[config.mk]
export PLATFORM = sky130hd
export DESIGN_NAME = rom_address_sequencer_flat
export DESIGN_NICKNAME = d
export VERILOG_FILES = /design/src/rtl/rom_address_sequencer_pkg.sv /design/src/rtl/rom_address_sequencer_if.sv /design/src/rtl/rom_address_sequencer_settle_timer.sv /design/src/rtl/rom_address_sequencer.sv /design/src/flat_wrapper.sv
export SDC_FILE = /design/constraint.sdc
export NUM_CORES = 1
export LEC_CHECK = 0
export BUFFER_PORTS_ARGS = -buffer_cell sky130_fd_sc_hd__clkbuf_2
export CAP_MARGIN = 20
export CORE_ASPECT_RATIO = 0.7
export CORE_UTILIZATION = 46
export CTS_CLUSTER_SIZE = 40
export DETAILED_ROUTE_END_ITERATION = 8
export GPL_TIMING_DRIVEN = 0
export PLACE_DENSITY = 0.69
export SLEW_MARGIN = 20
export SYNTH_ARGS = -nofsm -noshare
export SYNTH_HDL_FRONTEND = slang
export SYNTH_SLANG_ARGS = --single-unit
[constraint.sdc]
create_clock -name clk -period 4 [get_ports clk]
set_input_delay 0.4 -clock clk [delete_from_list [all_inputs] [get_ports clk]]
set_output_delay 0.4 -clock clk [all_outputs]
set_load 0.01 [all_outputs]
[src/rtl/rom_address_sequencer_pkg.sv]
// Shared definitions for the ROM address sequencer: default bus widths
// (kept in line with address_display), settle-timer width and FSM states.
package rom_address_sequencer_pkg;

    localparam int unsigned DEF_ADDR_WIDTH = 9;
    localparam int unsigned DEF_DATA_WIDTH = 8;
    localparam int unsigned TIMER_WIDTH    = 8;

    typedef enum logic [2:0] {
        ST_IDLE     = 3'd0,
        ST_SETTLE   = 3'd1,
        ST_SAMPLE   = 3'd2,
        ST_HANDOFF  = 3'd3,
        ST_ADVANCE  = 3'd4,
        ST_DONE     = 3'd5,
        ST_REWAIT   = 3'd6,
        ST_RESAMPLE = 3'd7
    } seq_state_e;

endpackage

[src/rtl/rom_address_sequencer_if.sv]
// Byte stream from the ROM sequencer to its downstream consumer.
//   data_out   : latched ROM byte (master -> slave)
//   data_valid : data_out holds a byte (master -> slave)
//   out_ready  : consumer accepts data_out this cycle (slave -> master)
interface rom_address_sequencer_if
    import rom_address_sequencer_pkg::*;
#(
    parameter int unsigned DATA_WIDTH = DEF_DATA_WIDTH
);

    logic [DATA_WIDTH-1:0] data_out;
    logic                  data_valid;
    logic                  out_ready;

    modport master (output data_out, output data_valid, input out_ready);
    modport slave  (input data_out, input data_valid, output out_ready);

endinterface

[src/rtl/rom_address_sequencer_settle_timer.sv]
// Loadable down-counter timing the ROM settle window.
//   clk, reset  : clock, asynchronous active-low reset
//   load        : load load_value (wins over dec)
//   load_value  : cycles to count
//   dec         : count down one step
//   tc_c        : high during the last counted cycle (count == 1)
module rom_address_sequencer_settle_timer
    import rom_address_sequencer_pkg::*;
(
    input  logic                   clk,
    input  logic                   reset,
    input  logic                   load,
    input  logic [TIMER_WIDTH-1:0] load_value,
    input  logic                   dec,
    output logic                   tc_c
);

    logic [TIMER_WIDTH-1:0] count_q;

    // Counter saturates at zero so an idle timer never wraps.
    always_ff @(posedge clk or negedge reset) begin
        if (!reset) begin
            count_q <= '0;
        end else if (load) begin
            count_q <= load_value;
        end else if (dec && (count_q != '0)) begin
            count_q <= count_q - TIMER_WIDTH'(1);
        end
    end

    assign tc_c = (count_q == TIMER_WIDTH'(1));

endmodule

[src/rtl/rom_address_sequencer.sv]
// Steps the ROM address bus from 0 to LAST_ADDRESS, waits SETTLE_CYCLES per
// address, latches the ROM byte and hands it downstream over out_if.
// Optional build macro ROM_DOUBLE_READ_EN: each byte is read twice, with up
// to three re-reads on mismatch before flagging read_error.
//   clk, reset   : clock, asynchronous active-low reset
//   start        : pulse, begins a dump from address 0 (IDLE or DONE only)
//   abort        : level, returns to IDLE at the next edge
//   rom_data     : ROM data bus
//   address_line : ROM address (also feeds address_display)
//   rom_cs_n     : ROM chip select, active-low
//   rom_oe_n     : ROM output enable, active-low
//   busy, done   : dump in progress / dump finished
//   read_error   : unstable read seen (sticky until start or reset)
//   out_if       : byte stream master (data_out, data_valid, out_ready)
module rom_address_sequencer
    import rom_address_sequencer_pkg::*;
#(
    parameter int unsigned ADDR_WIDTH    = DEF_ADDR_WIDTH,
    parameter int unsigned DATA_WIDTH    = DEF_DATA_WIDTH,
    parameter int unsigned SETTLE_CYCLES = 16,
    parameter int unsigned LAST_ADDRESS  = 511
) (
    input  logic                    clk,
    input  logic                    reset,
    input  logic                    start,
    input  logic                    abort,
    input  logic [DATA_WIDTH-1:0]   rom_data,
    output logic [ADDR_WIDTH-1:0]   address_line,
    output logic                    rom_cs_n,
    output logic                    rom_oe_n,
    output logic                    busy,
    output logic                    done,
    output logic                    read_error,
    rom_address_sequencer_if.master out_if
);

    seq_state_e            state_q, state_d;
    logic [ADDR_WIDTH-1:0] addr_q,  addr_d;
    logic                  en_n_q,  en_n_d;
    logic [DATA_WIDTH-1:0] data_q,  data_d;
    logic                  valid_q, valid_d;
    logic                  busy_q,  busy_d;
    logic                  done_q,  done_d;
    logic                  timer_load;
    logic                  timer_dec;
    logic                  timer_tc_c;

`ifdef ROM_DOUBLE_READ_EN
    localparam int unsigned RETRY_WIDTH   = 2;
    localparam int unsigned MAX_MISMATCH  = 3;

    logic [DATA_WIDTH-1:0]  first_q, first_d;
    logic [RETRY_WIDTH-1:0] retry_q, retry_d;
    logic                   err_q,   err_d;
`endif

    assign timer_dec = (state_q == ST_SETTLE) || (state_q == ST_REWAIT);

    rom_address_sequencer_settle_timer u_settle_timer (
        .clk        (clk),
        .reset      (reset),
        .load       (timer_load),
        .load_value (TIMER_WIDTH'(SETTLE_CYCLES)),
        .dec        (timer_dec),
        .tc_c       (timer_tc_c)
    );

    // Next-state and next-output logic; abort overrides every state.
    always_comb begin
        state_d    = state_q;
        addr_d     = addr_q;
        en_n_d     = en_n_q;
        data_d     = data_q;
        valid_d    = valid_q;
        busy_d     = busy_q;
        done_d     = done_q;
        timer_load = 1'b0;
`ifdef ROM_DOUBLE_READ_EN
        first_d    = first_q;
        retry_d    = retry_q;
        err_d      = err_q;
`endif

        if (abort) begin
            state_d = ST_IDLE;
            en_n_d  = 1'b1;
            valid_d = 1'b0;
            busy_d  = 1'b0;
            done_d  = 1'b0;
        end else begin
            case (state_q)
                ST_IDLE, ST_DONE: begin
                    if (start) begin
                        state_d    = ST_SETTLE;
                        addr_d     = '0;
                        en_n_d     = 1'b0;
                        busy_d     = 1'b1;
                        done_d     = 1'b0;
                        timer_load = 1'b1;
`ifdef ROM_DOUBLE_READ_EN
                        err_d      = 1'b0;
`endif
                    end
                end
                ST_SETTLE: begin
                    if (timer_tc_c) begin
                        state_d = ST_SAMPLE;
                    end
                end
`ifdef ROM_DOUBLE_READ_EN
                // First sample is held for comparison after a second settle.
                ST_SAMPLE: begin
                    first_d    = rom_data;
                    retry_d    = '0;
                    timer_load = 1'b1;
                    state_d    = ST_REWAIT;
                end
                ST_REWAIT: begin
                    if (timer_tc_c) begin
                        state_d = ST_RESAMPLE;
                    end
                end
                // Last permitted mismatch delivers the newest sample anyway.
                ST_RESAMPLE: begin
                    if ((rom_data == first_q) ||
                        (retry_q == RETRY_WIDTH'(MAX_MISMATCH - 1))) begin
                        data_d  = rom_data;
                        valid_d = 1'b1;
                        state_d = ST_HANDOFF;
                        if (rom_data != first_q) begin
                            err_d = 1'b1;
                        end
                    end else begin
                        first_d    = rom_data;
                        retry_d    = retry_q + RETRY_WIDTH'(1);
                        timer_load = 1'b1;
                        state_d    = ST_REWAIT;
                    end
                end
`else
                ST_SAMPLE: begin
                    data_d  = rom_data;
                    valid_d = 1'b1;
                    state_d = ST_HANDOFF;
                end
`endif
                ST_HANDOFF: begin
                    if (out_if.out_ready) begin
                        valid_d = 1'b0;
                        state_d = ST_ADVANCE;
                    end
                end
                // Terminate on the last address so the bus never wraps.
                ST_ADVANCE: begin
                    if (addr_q == ADDR_WIDTH'(LAST_ADDRESS)) begin
                        en_n_d  = 1'b1;
                        busy_d  = 1'b0;
                        done_d  = 1'b1;
                        state_d = ST_DONE;
                    end else begin
                        addr_d     = addr_q + ADDR_WIDTH'(1);
                        timer_load = 1'b1;
                        state_d    = ST_SETTLE;
                    end
                end
                default: begin
                    state_d = ST_IDLE;
                end
            endcase
        end
    end

    // State and output registers.
    always_ff @(posedge clk or negedge reset) begin
        if (!reset) begin
            state_q <= ST_IDLE;
            addr_q  <= '0;
            en_n_q  <= 1'b1;
            data_q  <= '0;
            valid_q <= 1'b0;
            busy_q  <= 1'b0;
            done_q  <= 1'b0;
        end else begin
            state_q <= state_d;
            addr_q  <= addr_d;
            en_n_q  <= en_n_d;
            data_q  <= data_d;
            valid_q <= valid_d;
            busy_q  <= busy_d;
            done_q  <= done_d;
        end
    end

`ifdef ROM_DOUBLE_READ_EN
    // Double-read bookkeeping registers.
    always_ff @(posedge clk or negedge reset) begin
        if (!reset) begin
            first_q <= '0;
            retry_q <= '0;
            err_q   <= 1'b0;
        end else begin
            first_q <= first_d;
            retry_q <= retry_d;
            err_q   <= err_d;
        end
    end

    assign read_error = err_q;
`else
    assign read_error = 1'b0;
`endif

    assign address_line      = addr_q;
    assign rom_cs_n          = en_n_q;
    assign rom_oe_n          = en_n_q;
    assign busy              = busy_q;
    assign done              = done_q;
    assign out_if.data_out   = data_q;
    assign out_if.data_valid = valid_q;

endmodule

[src/flat_wrapper.sv]
// flat-port wrapper written by rule: the top's interface ports become plain ports
module rom_address_sequencer_flat import rom_address_sequencer_pkg::*;
#(
    parameter int unsigned ADDR_WIDTH    = DEF_ADDR_WIDTH,
    parameter int unsigned DATA_WIDTH    = DEF_DATA_WIDTH,
    parameter int unsigned SETTLE_CYCLES = 16,
    parameter int unsigned LAST_ADDRESS  = 511
)
  (clk, reset, start, abort, rom_data, address_line, rom_cs_n, rom_oe_n, busy, done, read_error, out_if_data_out, out_if_data_valid, out_if_out_ready);
  rom_address_sequencer_if #(.DATA_WIDTH(DATA_WIDTH)) out_if_i ();
  input  logic clk;
  input  logic reset;
  input  logic start;
  input  logic abort;
  input  logic [DATA_WIDTH-1:0] rom_data;
  output logic [ADDR_WIDTH-1:0] address_line;
  output logic rom_cs_n;
  output logic rom_oe_n;
  output logic busy;
  output logic done;
  output logic read_error;
  output wire logic [$bits(out_if_i.data_out)-1:0] out_if_data_out;
  output wire logic [$bits(out_if_i.data_valid)-1:0] out_if_data_valid;
  input wire logic [$bits(out_if_i.out_ready)-1:0] out_if_out_ready;
  assign out_if_data_out = out_if_i.data_out;
  assign out_if_data_valid = out_if_i.data_valid;
  assign out_if_i.out_ready = out_if_out_ready;
  rom_address_sequencer #(.ADDR_WIDTH(ADDR_WIDTH), .DATA_WIDTH(DATA_WIDTH), .SETTLE_CYCLES(SETTLE_CYCLES), .LAST_ADDRESS(LAST_ADDRESS)) u_core (.clk(clk), .reset(reset), .start(start), .abort(abort), .rom_data(rom_data), .address_line(address_line), .rom_cs_n(rom_cs_n), .rom_oe_n(rom_oe_n), .busy(busy), .done(done), .read_error(read_error), .out_if(out_if_i));
endmodule
==> flow_summary.json, run 1 <==
{
  "netlist_instances": 176,
  "grt_pass1_wl_mm": 6.44,
  "p_comb_share_pct": 40.5,
  "dp_worst_setup_slack_ns": 1.81,
  "swShare_pct": 35.8,
  "ys_ff_latch": 32,
  "gp_congestion": 0.874,
  "io_buffers": 33,
  "synth.net_count": 193,
  "fmax_mhz": 454,
  "critPathKind": "reg2reg",
  "finalSetupViolCount": 0,
  "cts_buffers": 5,
  "finClkSkew_ns": 0.00507,
  "drc_errors": 0,
  "die_h_um": 54.5,
  "cts_root_buf": "clkbuf_8",
  "antenna_cells": 0,
  "end_kind": "flip-flop",
  "cts.path.max_buffers": 2,
  "fp-row-count": 18,
  "antenna_found_initial": 0,
  "cts_hold_buf": 0,
  "area_delta_synth_final_pct": 19.5,
  "clkTransAtPathRegs_ns": 0.07,
  "synth_ff_type": "dfrtp_1",
  "drtAntennaViolNets": 0,
  "crit_path_start_kind": "flip-flop",
  "synth.top_cell.area_share_pct": 42.8,
  "htree_num_levels": 2,
  "async_reset_ff_share_pct": 100,
  "rrSetupSlack_ns": 1.80,
  "yosys-top-cells-area": "dfrtp_1, mux2_2, nor2_1, ha_1, xor2_1",
  "synth.distinct_cells": 57,
  "tightest_slew_ns": 0.821,
  "tns_ns": 0,
  "grtUsageTotal_pct": 20.4,
  "p_int_uw": 911,
  "cp_data_required_time_ns": 4.17,
  "slew_headroom_pct": 45.3,
  "clkPwrFrac_pct": 23.9,
  "path_max_fanout": 5,
  "io_pins": 36,
  "drv_slew": 0,
  "syn_avg_cell_area_sq_um": 10.3,
  "drive_above_1_share_pct": 32.3,
  "finalWorstSetupSlack_ns": 1.80,
  "cts_sinks": 32,
  "viasPerCell": 5.62,
  "grt_max_degree": 33,
  "yosysWarningCount": 0,
  "initial_core_util_pct": 49.7,
  "postCtsResizedCells": 0,
  "dp.cells": 259,
  "fp.dieW_um": 77.0,
  "coreArea_sq_um": 3650,
  "fin_cells": 267,
  "vias": 1501,
  "r2r-end": "u_core.busy",
  "run_status": "finished clean",
  "grt_pass1_vias": 1362,
  "vdd_ir_drop_max_mv": 0.273,
  "timing_hold_violations_final": 0,
  "gr-total-overflow": 0,
  "yosys.area.top_type": "dfrtp_1",
  "cts_tree": "built",
  "synth_edf_count": 0,
  "min_period_ns": 2.20,
  "fin_util_pct": 59.4,
  "routed_wl_mm": 4.08,
  "critPathArrivalTime_ns": 2.37,
  "rr_worst_depth": 8,
  "rsz0062_at_grt": "false",
  "clock_latency_ns": 0.28,
  "ys_seq_area_share_pct": 44.3,
  "avgRoutedWirePerCell_um": 15.3,
  "p_seq_share_pct": 35.6,
  "p_leak_nw": 1.04,
  "maxCapViolations": 0,
  "r2r_start": "u_core.address_line[0]",
  "drt_first_pass_iters": 4,
  "cts_setup_buffers": 0,
  "drtIter0Drc": 178,
  "min_path_type": "in2async",
  "nNetsFinal": 233,
  "dpl.hpwl_mm": 2.99,
  "die_area_sq_um": 4200,
  "switchingPower_uw": 507,
  "syn_area_sq_um": 1810,
  "powerDensity_nw_per_um2": 655,
  "period_share_pct": 55.1
}
worst max-delay path by stage:
| stage | start | slack (ns) | cells after the start | to |
|---|---|---|---|---|
| floorplan | u_core.address_line[0] | 2.04 | 8 | u_core.busy |
| global placement | u_core.address_line[0] | 1.87 | 8 | u_core.busy |
| detailed placement | u_core.address_line[0] | 1.81 | 8 | u_core.busy |
| CTS | u_core.address_line[0] | 1.80 | 8 | u_core.busy |
| global route | u_core.address_line[0] | 1.63 | 8 | u_core.busy |
| finish | u_core.address_line[0] | 1.80 | 8 | u_core.busy |
placed cells by master (no fill, tap or decap), drive strengths merged, types with 2 or more instances in the layout:
cell / instances
buf: 9
mux2: 8
o2bb2ai: 2
nand4: 2
clkbuf: 41
ha: 4
mux2i: 4
nor3b: 3
nor4: 2
inv: 4
xor2: 5
and3b: 2
o221ai: 2
o31ai: 4
nand2b: 5
nor2: 17
or3: 4
xnor2: 2
nor3: 4
a21oi: 3
and3: 4
nor2b: 5
o22a: 4
dfrtp: 31
nand2: 9
o21ai: 8
o22ai: 2
nand3: 5
logic make-up (layout without fill, tap and decap cells):
kind of cell	count (synthesis)	count (layout)	share of synthesized area, %
buf+inv	14	55	4.14
mux	12	12	7.18
xor+xnor	7	7	3.38
fa+ha+maj	4	4	2.76
other cells	1	1	0.207
flops	32	32	44.3
compound gates	36	36	14.9
simple gates	70	70	23.1
cell usage after synthesis (all sizes together), types with 3 or more instances:
| library cell | instances |
|---|---|
| mux2 | 8 |
| xor2 | 5 |
| o21ai | 8 |
| nand3 | 5 |
| inv | 4 |
| a21oi | 3 |
| ha | 4 |
| nand2b | 5 |
| nor3b | 3 |
| nor2 | 17 |
| buf | 9 |
| and3 | 4 |
| nand2 | 9 |
| or3 | 4 |
| dfrtp | 31 |
| mux2i | 4 |
| nor2b | 5 |
| o31ai | 4 |
| o22a | 4 |
| nor3 | 4 |
sequential cells by signal, indices dropped and copies added, names as in the netlist:
name	flops
u_core.out_if.data_out	8
u_core.rom_cs_n	1
u_core.u_settle_timer.count_q	8
u_core.out_if.data_valid	1
u_core.address_line	9
u_core.busy	1
u_core.state_q	3
u_core.done	1
worst max-delay path, cell delays in order, from the launching register on:
cell and delay, ns:
dfrtp_1 0.43, ha_1 0.23, and2_1 0.17, and3_1 0.19, ha_1 0.19, nor2_1 0.28, nand2_1 0.17, and3b_1 0.26
o22a_1 0.18
metal layers:
layer  vias up  share of wire, %  wire length, um  track usage, %
met4         0               1.0               42            9.12
met1       743                48             1940            27.2
met3         5               4.7              193            5.67
met5         -                 0                0               0
li1        721                 -                -               -
met2        32                47             1900            31.7
power groups by stage:
stage | Clock [mW] | Combinational (mW) | Sequential (mW)
after global routing | 0.363 | 0.634 | 0.518
final | 0.339 | 0.574 | 0.505
after detailed placement | 0 | 0.571 | 0.511
after global placement | 0 | 0.543 | 0.500
after CTS | 0.345 | 0.576 | 0.505
after floorplan | 0 | 0.383 | 0.521
metrics by stage:
step / power [mW] / cell area [sq um] / hold WS (ns)
2_1_floorplan: 0.904 / 1810 / 0.104
3_3_place_gp: 1.04 / 2040 / 0.467
3_5_place_dp: 1.08 / 2040 / 0.469
4_1_cts: 1.43 / 2170 / 0.223
5_1_grt: 1.51 / 2170 / 0.255
6_report: 1.42 / 2170 / 0.198
area by class of cell:
type | count | area, sq um
Buffer | 10 | 60.1
Clock buffer | 7 | 96.3
Clock inverter | 1 | 30.0
Fill cell | 321 | 1480
Inverter | 4 | 15.0
Multi-Input combinational cell | 130 | 935
Sequential cell | 32 | 802
Tap cell | 50 | 62.6
Timing Repair Buffer | 33 | 165
Note: power is estimated with default switching activity, not from simulation.
==> run 2: changes to the inputs <==
Settings changed: ABC_AREA set to 1, PLACE_DENSITY 0.69 to 0.68.
Clock period 4 ns to 2.2 ns, I/O delays scaled along.
==> run 2 against run 1 <==
Non-clock buffer count unchanged. Largest cell class unchanged. Critical endpoint is now u_core.u_settle_timer.count_q[5]. Synthesized cell count increased by 38%. Largest power group unchanged. Sequential share of layout area decreased by 0.28 points.
==> flow_summary.json, run 2 <==
{
  "run_status": "finished clean",
  "synth.top_cell.area_share_pct": 42.5,
  "cts_tree": "built",
  "synth.cells.most_frequent": "nand2_1, nand3_1, dfrtp_1, nor2_1, inv_1",
  "die_area_sq_um": 4230,
  "async_reset_ff_share_pct": 100,
  "yosys-top-cells-area": "dfrtp_1, nand2_1, nand3_1, nor2_1, inv_1",
  "routed_wl_mm": 3.98,
  "nNetsFinal": 304,
  "cpLargestDelayFamily": "simple AND/OR/NAND/NOR gates",
  "drv_slew": 0,
  "coreArea_sq_um": 3650,
  "synth_ff_type": "dfrtp_1",
  "tns_ns": 0,
  "grt_pass1_vias": 1467,
  "cts_buffers": 5,
  "antenna_found_initial": 0,
  "drive_above_1_share_pct": 25.0,
  "finalWorstSetupSlack_ns": 0.192,
  "p_leak_nw": 1.21,
  "crit_slowest_cell": "dfrtp_1",
  "drt_first_pass_iters": 4,
  "cp_data_required_time_ns": 2.42,
  "maxCapViolations": 0,
  "crit_path_start_kind": "flip-flop",
  "initial_core_util_pct": 50.0,
  "io_buffers": 34,
  "syn_avg_cell_area_sq_um": 7.51,
  "grt_pass1_wl_mm": 6.72,
  "critPathKind": "reg2reg",
  "period_share_pct": 91.3,
  "area_delta_synth_final_pct": 19.6,
  "mostFrequentLayoutCell": "nand2_1",
  "fp.dieW_um": 77.3,
  "drc_errors": 0,
  "synth_most_common_cell": "nand2_1",
  "power_mw": 2.41,
  "path_buf_inv": 2,
  "cts_root_buf": "clkbuf_8",
  "startpoint": "u_core.address_line[1]",
  "timing_hold_violations_final": 0,
  "syn_area_sq_um": 1820,
  "min_path_type": "in2async",
  "endpoint": "u_core.u_settle_timer.count_q[5]",
  "vias": 1684,
  "gr-total-overflow": 0,
  "cts_sinks": 32,
  "fin_util_pct": 59.8,
  "viasPerCell": 4.98,
  "final_cell_mix": "nand2_1, nand3_1, clkbuf_2",
  "grtUsageTotal_pct": 21.0,
  "yosys.area.top_type": "dfrtp_1",
  "r2r_start": "u_core.address_line[1]",
  "critPathArrivalTime_ns": 2.23,
  "grt_max_degree": 33,
  "drtAntennaViolNets": 0,
  "rr_worst_depth": 11,
  "finalSetupViolCount": 0,
  "ys_seq_area_share_pct": 44.0,
  "netlist_instances": 243,
  "antenna_cells": 0,
  "end_kind": "flip-flop",
  "synth_edf_count": 0,
  "worstPathCellList": "ha_2, nand4_1, nor3_2, ha_2, nand3_1, nand2_1, inv_1, nand2_2, buf_6, nand3_1, nand2_1",
  "fmax_mhz": 498,
  "slew_headroom_pct": 48.1,
  "synth.net_count": 260,
  "min_period_ns": 2.01,
  "dpl.hpwl_mm": 3.02,
  "clkTransAtPathRegs_ns": 0.07,
  "slowest_delay_ns": 0.40,
  "tightest_slew_ns": 0.778,
  "ys_ff_latch": 32,
  "path_max_fanout": 10,
  "r2r-end": "u_core.u_settle_timer.count_q[5]",
  "avgRoutedWirePerCell_um": 11.8,
  "dp_worst_setup_slack_ns": 0.104,
  "die_h_um": 54.7,
  "largest_register_ffs": 9,
  "powerDensity_nw_per_um2": 1110,
  "fp-row-count": 18,
  "rrSetupSlack_ns": 0.19,
  "cts.path.max_buffers": 2,
  "gp_congestion": 0.822,
  "yosysWarningCount": 0,
  "cp.depth": 11,
  "synth.distinct_cells": 27,
  "htree_num_levels": 2,
  "finClkSkew_ns": 0.00424,
  "io_pins": 36,
  "clock_latency_ns": 0.28,
  "vdd_ir_drop_max_mv": 0.532,
  "drtIter0Drc": 57
}
## run 2: cell types whose count changed after synthesis, moves of 6 or more
cell,before,now
mux2_2,8,0
inv_1,4,21
nand2_1,9,72
nand3_1,5,39
nand4_1,2,8
## run 2: stage by stage
step	hold WS, ns	instance area [sq um]	std cells
after CTS	0.0393	2150	335
after global routing	0.0791	2180	338
after global placement	0.348	2060	327
after floorplan	-0.0756	1820	243
final	0.00720	2180	338
after detailed placement	0.345	2060	327
## run 2: cell families (layout without fill, tap and decap cells)
logic type	count (synthesis)	count (layout)	share of synthesized area (%)
AND/OR/NAND/NOR	156	156	39.4
flip-flops	32	32	44.0
buffers and inverters	32	77	8.30
AO/OA/AOI/OAI	17	17	4.87
adder cells (fa/ha/maj)	4	4	2.74
other	1	1	0.206
XOR/XNOR	1	1	0.480
## run 2: worst min path at each step
| stage | to | cells after the start | from |
|---|---|---|---|
| finish | u_core.address_line[1] | 1 | reset |
| global route | u_core.out_if.data_out[3] | 1 | reset |
| CTS | u_core.out_if.data_out[0] | 1 | reset |
| detailed placement | u_core.out_if.data_out[0] | 1 | reset |
| global placement | u_core.out_if.data_out[0] | 1 | reset |
| floorplan | u_core.address_line[0] | 0 | reset |
## run 2: repair_timing
item | CTS | global route
resized for setup | 0 | 3
endpoints found under the setup margin | 0 | 8
buffers inserted | 0 | 3
hold buffers | 0 | 0
## run 2: worst reg2reg max path, stage by stage, from the launching register on
cell	delay, ns
dfrtp_1	0.40
ha_2	0.22
nand4_1	0.19
nor3_2	0.17
ha_2	0.24
nand3_1	0.10
nand2_1	0.10
inv_1	0.09
nand2_2	0.14
buf_6	0.16
nand3_1	0.07
nand2_1	0.06
## run 2: layer usage
layer / up-vias / part of all wire (%) / track usage [%] / routed length [um]
met5: - / 0 / 0 / 0
met4: 0 / 1.0 / 5.66 / 40
met3: 6 / 4.4 / 4.50 / 175
met2: 38 / 43 / 32.7 / 1690
met1: 768 / 52 / 29.7 / 2070
li1: 872 / - / - / -
## run 2: final cells by class
cell class | instances | area, sq um
Tap cell | 50 | 62.6
Inverter | 26 | 97.6
Multi-Input combinational cell | 179 | 881
Fill cell | 371 | 1470
Clock inverter | 2 | 10.0
Timing Repair Buffer | 37 | 193
Clock buffer | 6 | 82.6
Buffer | 6 | 53.8
Sequential cell | 32 | 802
## run 2: report_power, final
part,leakage [nW],switching (mW),internal (mW)
sequential,0.420,0.126,0.764
clock,0.0510,0.220,0.249
combinational,0.736,0.670,0.382
total,1.21,1.02,1.40
==> run 3: changes to the inputs <==
Settings changed: CTS_BUF_LIST set to sky130_fd_sc_hd__clkbuf_2, SKIP_LAST_GASP set to 1.
==> run 3 against run 2 <==
Via count is 0.89% higher. Power is 7.6% lower. Flip-flop and latch count stayed put. Non-clock buffer count is 3 higher. Cell area is 1.2% lower. Setup slack worse by 0.0015 ns. Clock skew is 0.0062 ns higher. Die area stayed put. Combinational power hardly changed. Highest routed layer unchanged.
==> flow_summary.json, run 3 (synthesis gave the netlist of run 2 again) <==
{
  "run_status": "finished clean",
  "tightest_slew_ns": 0.777,
  "io_pins": 36,
  "cts.path.max_buffers": 2,
  "die_h_um": 54.7,
  "clkTransAtPathRegs_ns": 0.17,
  "die_area_sq_um": 4230,
  "placed_cell_area_sq_um": 2060,
  "antenna_cells": 0,
  "nNetsFinal": 307,
  "path_max_fanout": 10,
  "area_delta_synth_final_pct": 18.2,
  "finalSetupViolCount": 0,
  "grt_max_degree": 33,
  "p_leak_nw": 1.20,
  "cp_data_required_time_ns": 2.54,
  "cts_tree": "built",
  "critPathKind": "reg2reg",
  "power_mw": 2.23,
  "crit_path_start_kind": "flip-flop",
  "fill_cells": 379,
  "drive_above_1_share_pct": 24.7,
  "io_buffers": 34,
  "final_cell_mix": "nand2_1, nand3_1, clkbuf_2",
  "finClkSkew_ns": 0.0104,
  "dp.cells": 327,
  "gr-total-overflow": 0,
  "drv_slew": 0,
  "grtUsageTotal_pct": 21.1,
  "timing_hold_violations_final": 0,
  "initial_core_util_pct": 50.0,
  "htree_num_levels": 2,
  "viasPerCell": 4.98,
  "vias": 1699,
  "gp_congestion": 0.822,
  "fin_cells": 341,
  "fp-row-count": 18,
  "slew_headroom_pct": 48.2,
  "min_period_ns": 2.01,
  "period_share_pct": 91.3,
  "fin_area_sq_um": 2160,
  "drc_errors": 0,
  "dpl.hpwl_mm": 3.02,
  "cts_root_buf": "clkbuf_2",
  "fp.dieW_um": 77.3,
  "routed_wl_mm": 4.04,
  "drtAntennaViolNets": 0,
  "drtIter0Drc": 72,
  "coreArea_sq_um": 3650,
  "largest_register_ffs": 9,
  "antenna_found_initial": 0,
  "avgRoutedWirePerCell_um": 11.9,
  "end_kind": "flip-flop",
  "mostFrequentLayoutCell": "nand2_1",
  "clock_latency_ns": 0.38,
  "cts_buffers": 5,
  "grt_pass1_vias": 1466,
  "cts_sinks": 32,
  "drt_first_pass_iters": 4,
  "grt_pass1_wl_mm": 6.70,
  "fmax_mhz": 498,
  "vdd_ir_drop_max_mv": 0.531,
  "critPathArrivalTime_ns": 2.35,
  "min_path_type": "in2reg",
  "tns_ns": 0,
  "maxCapViolations": 0,
  "powerDensity_nw_per_um2": 1030
}
run 3: cell count changes in the layout (fill, tap and decap cells not counted), sizes merged:
cell,before,now
dlygate4sd3,0,2
clkbuf,40,39
clkinv,2,3
buf,9,10
run 3: final cells by class:
type                            count  area (sq um)  area share (%)
Sequential cell                    32           802            37.2
Clock buffer                        5          25.0            1.16
Inverter                           26          97.6            4.53
Buffer                              6          53.8            2.50
Multi-Input combinational cell    179           881            40.9
Timing Repair Buffer               40           220            10.2
Clock inverter                      3          13.8           0.638
Tap cell                           50          62.6            2.90
run 3: power breakdown:
group / switching [mW] / internal, mW
combinational: 0.673 / 0.384
sequential: 0.127 / 0.761
clock: 0.212 / 0.0711
total: 1.01 / 1.22
run 3: routing by layer:
layer,global-route usage [%],wire length (um)
met1,29.2,2090
met5,0,0
met4,7.55,54
met2,33.0,1730
met3,4.50,174
run 3: stage by stage:
stage,utilization (%),hold WS (ns),setup WS [ns]
after floorplan,-,-0.0756,0.409
after global placement,56.4,0.348,0.151
after detailed placement,56.4,0.345,0.104
after CTS,58.0,0.0371,0.0688
after global routing,59.1,0.0380,-0.00793
final,59.1,0.0506,0.191
run 3: worst max-delay path, cell delays in order (launching register included):
cell and delay (ns):
dfrtp_1 0.43, ha_2 0.22, nand4_1 0.19, nor3_2 0.17
ha_2 0.23, nand3_1 0.10, nand2_1 0.10, inv_1 0.09
nand2_2 0.14, buf_6 0.16, nand3_1 0.07, nand2_1 0.06
run 3: worst paths after layout:
check                                       start                                to  slack [ns]  cells after the start
max                        u_core.address_line[1]  u_core.u_settle_timer.count_q[0]        0.19                     11
min                                   rom_data[2]         u_core.out_if.data_out[2]        0.05                      3
max reg2reg                u_core.address_line[1]  u_core.u_settle_timer.count_q[0]        0.19                     11
min reg2reg                       u_core.rom_cs_n                   u_core.rom_cs_n        0.49                      2
max in group asynchronous                   reset         u_core.out_if.data_out[6]        1.27                      2
min in group asynchronous                   reset          u_core.out_if.data_valid        0.44                      2
run 3: repair_timing:
| item | CTS | global route |
|---|---|---|
| buffers inserted | 0 | 4 |
| hold buffers | 2 | 0 |
| setup endpoints to repair | 0 | 8 |
| hold endpoints to repair | 32 | 0 |
| gates resized for setup | 0 | 3 |
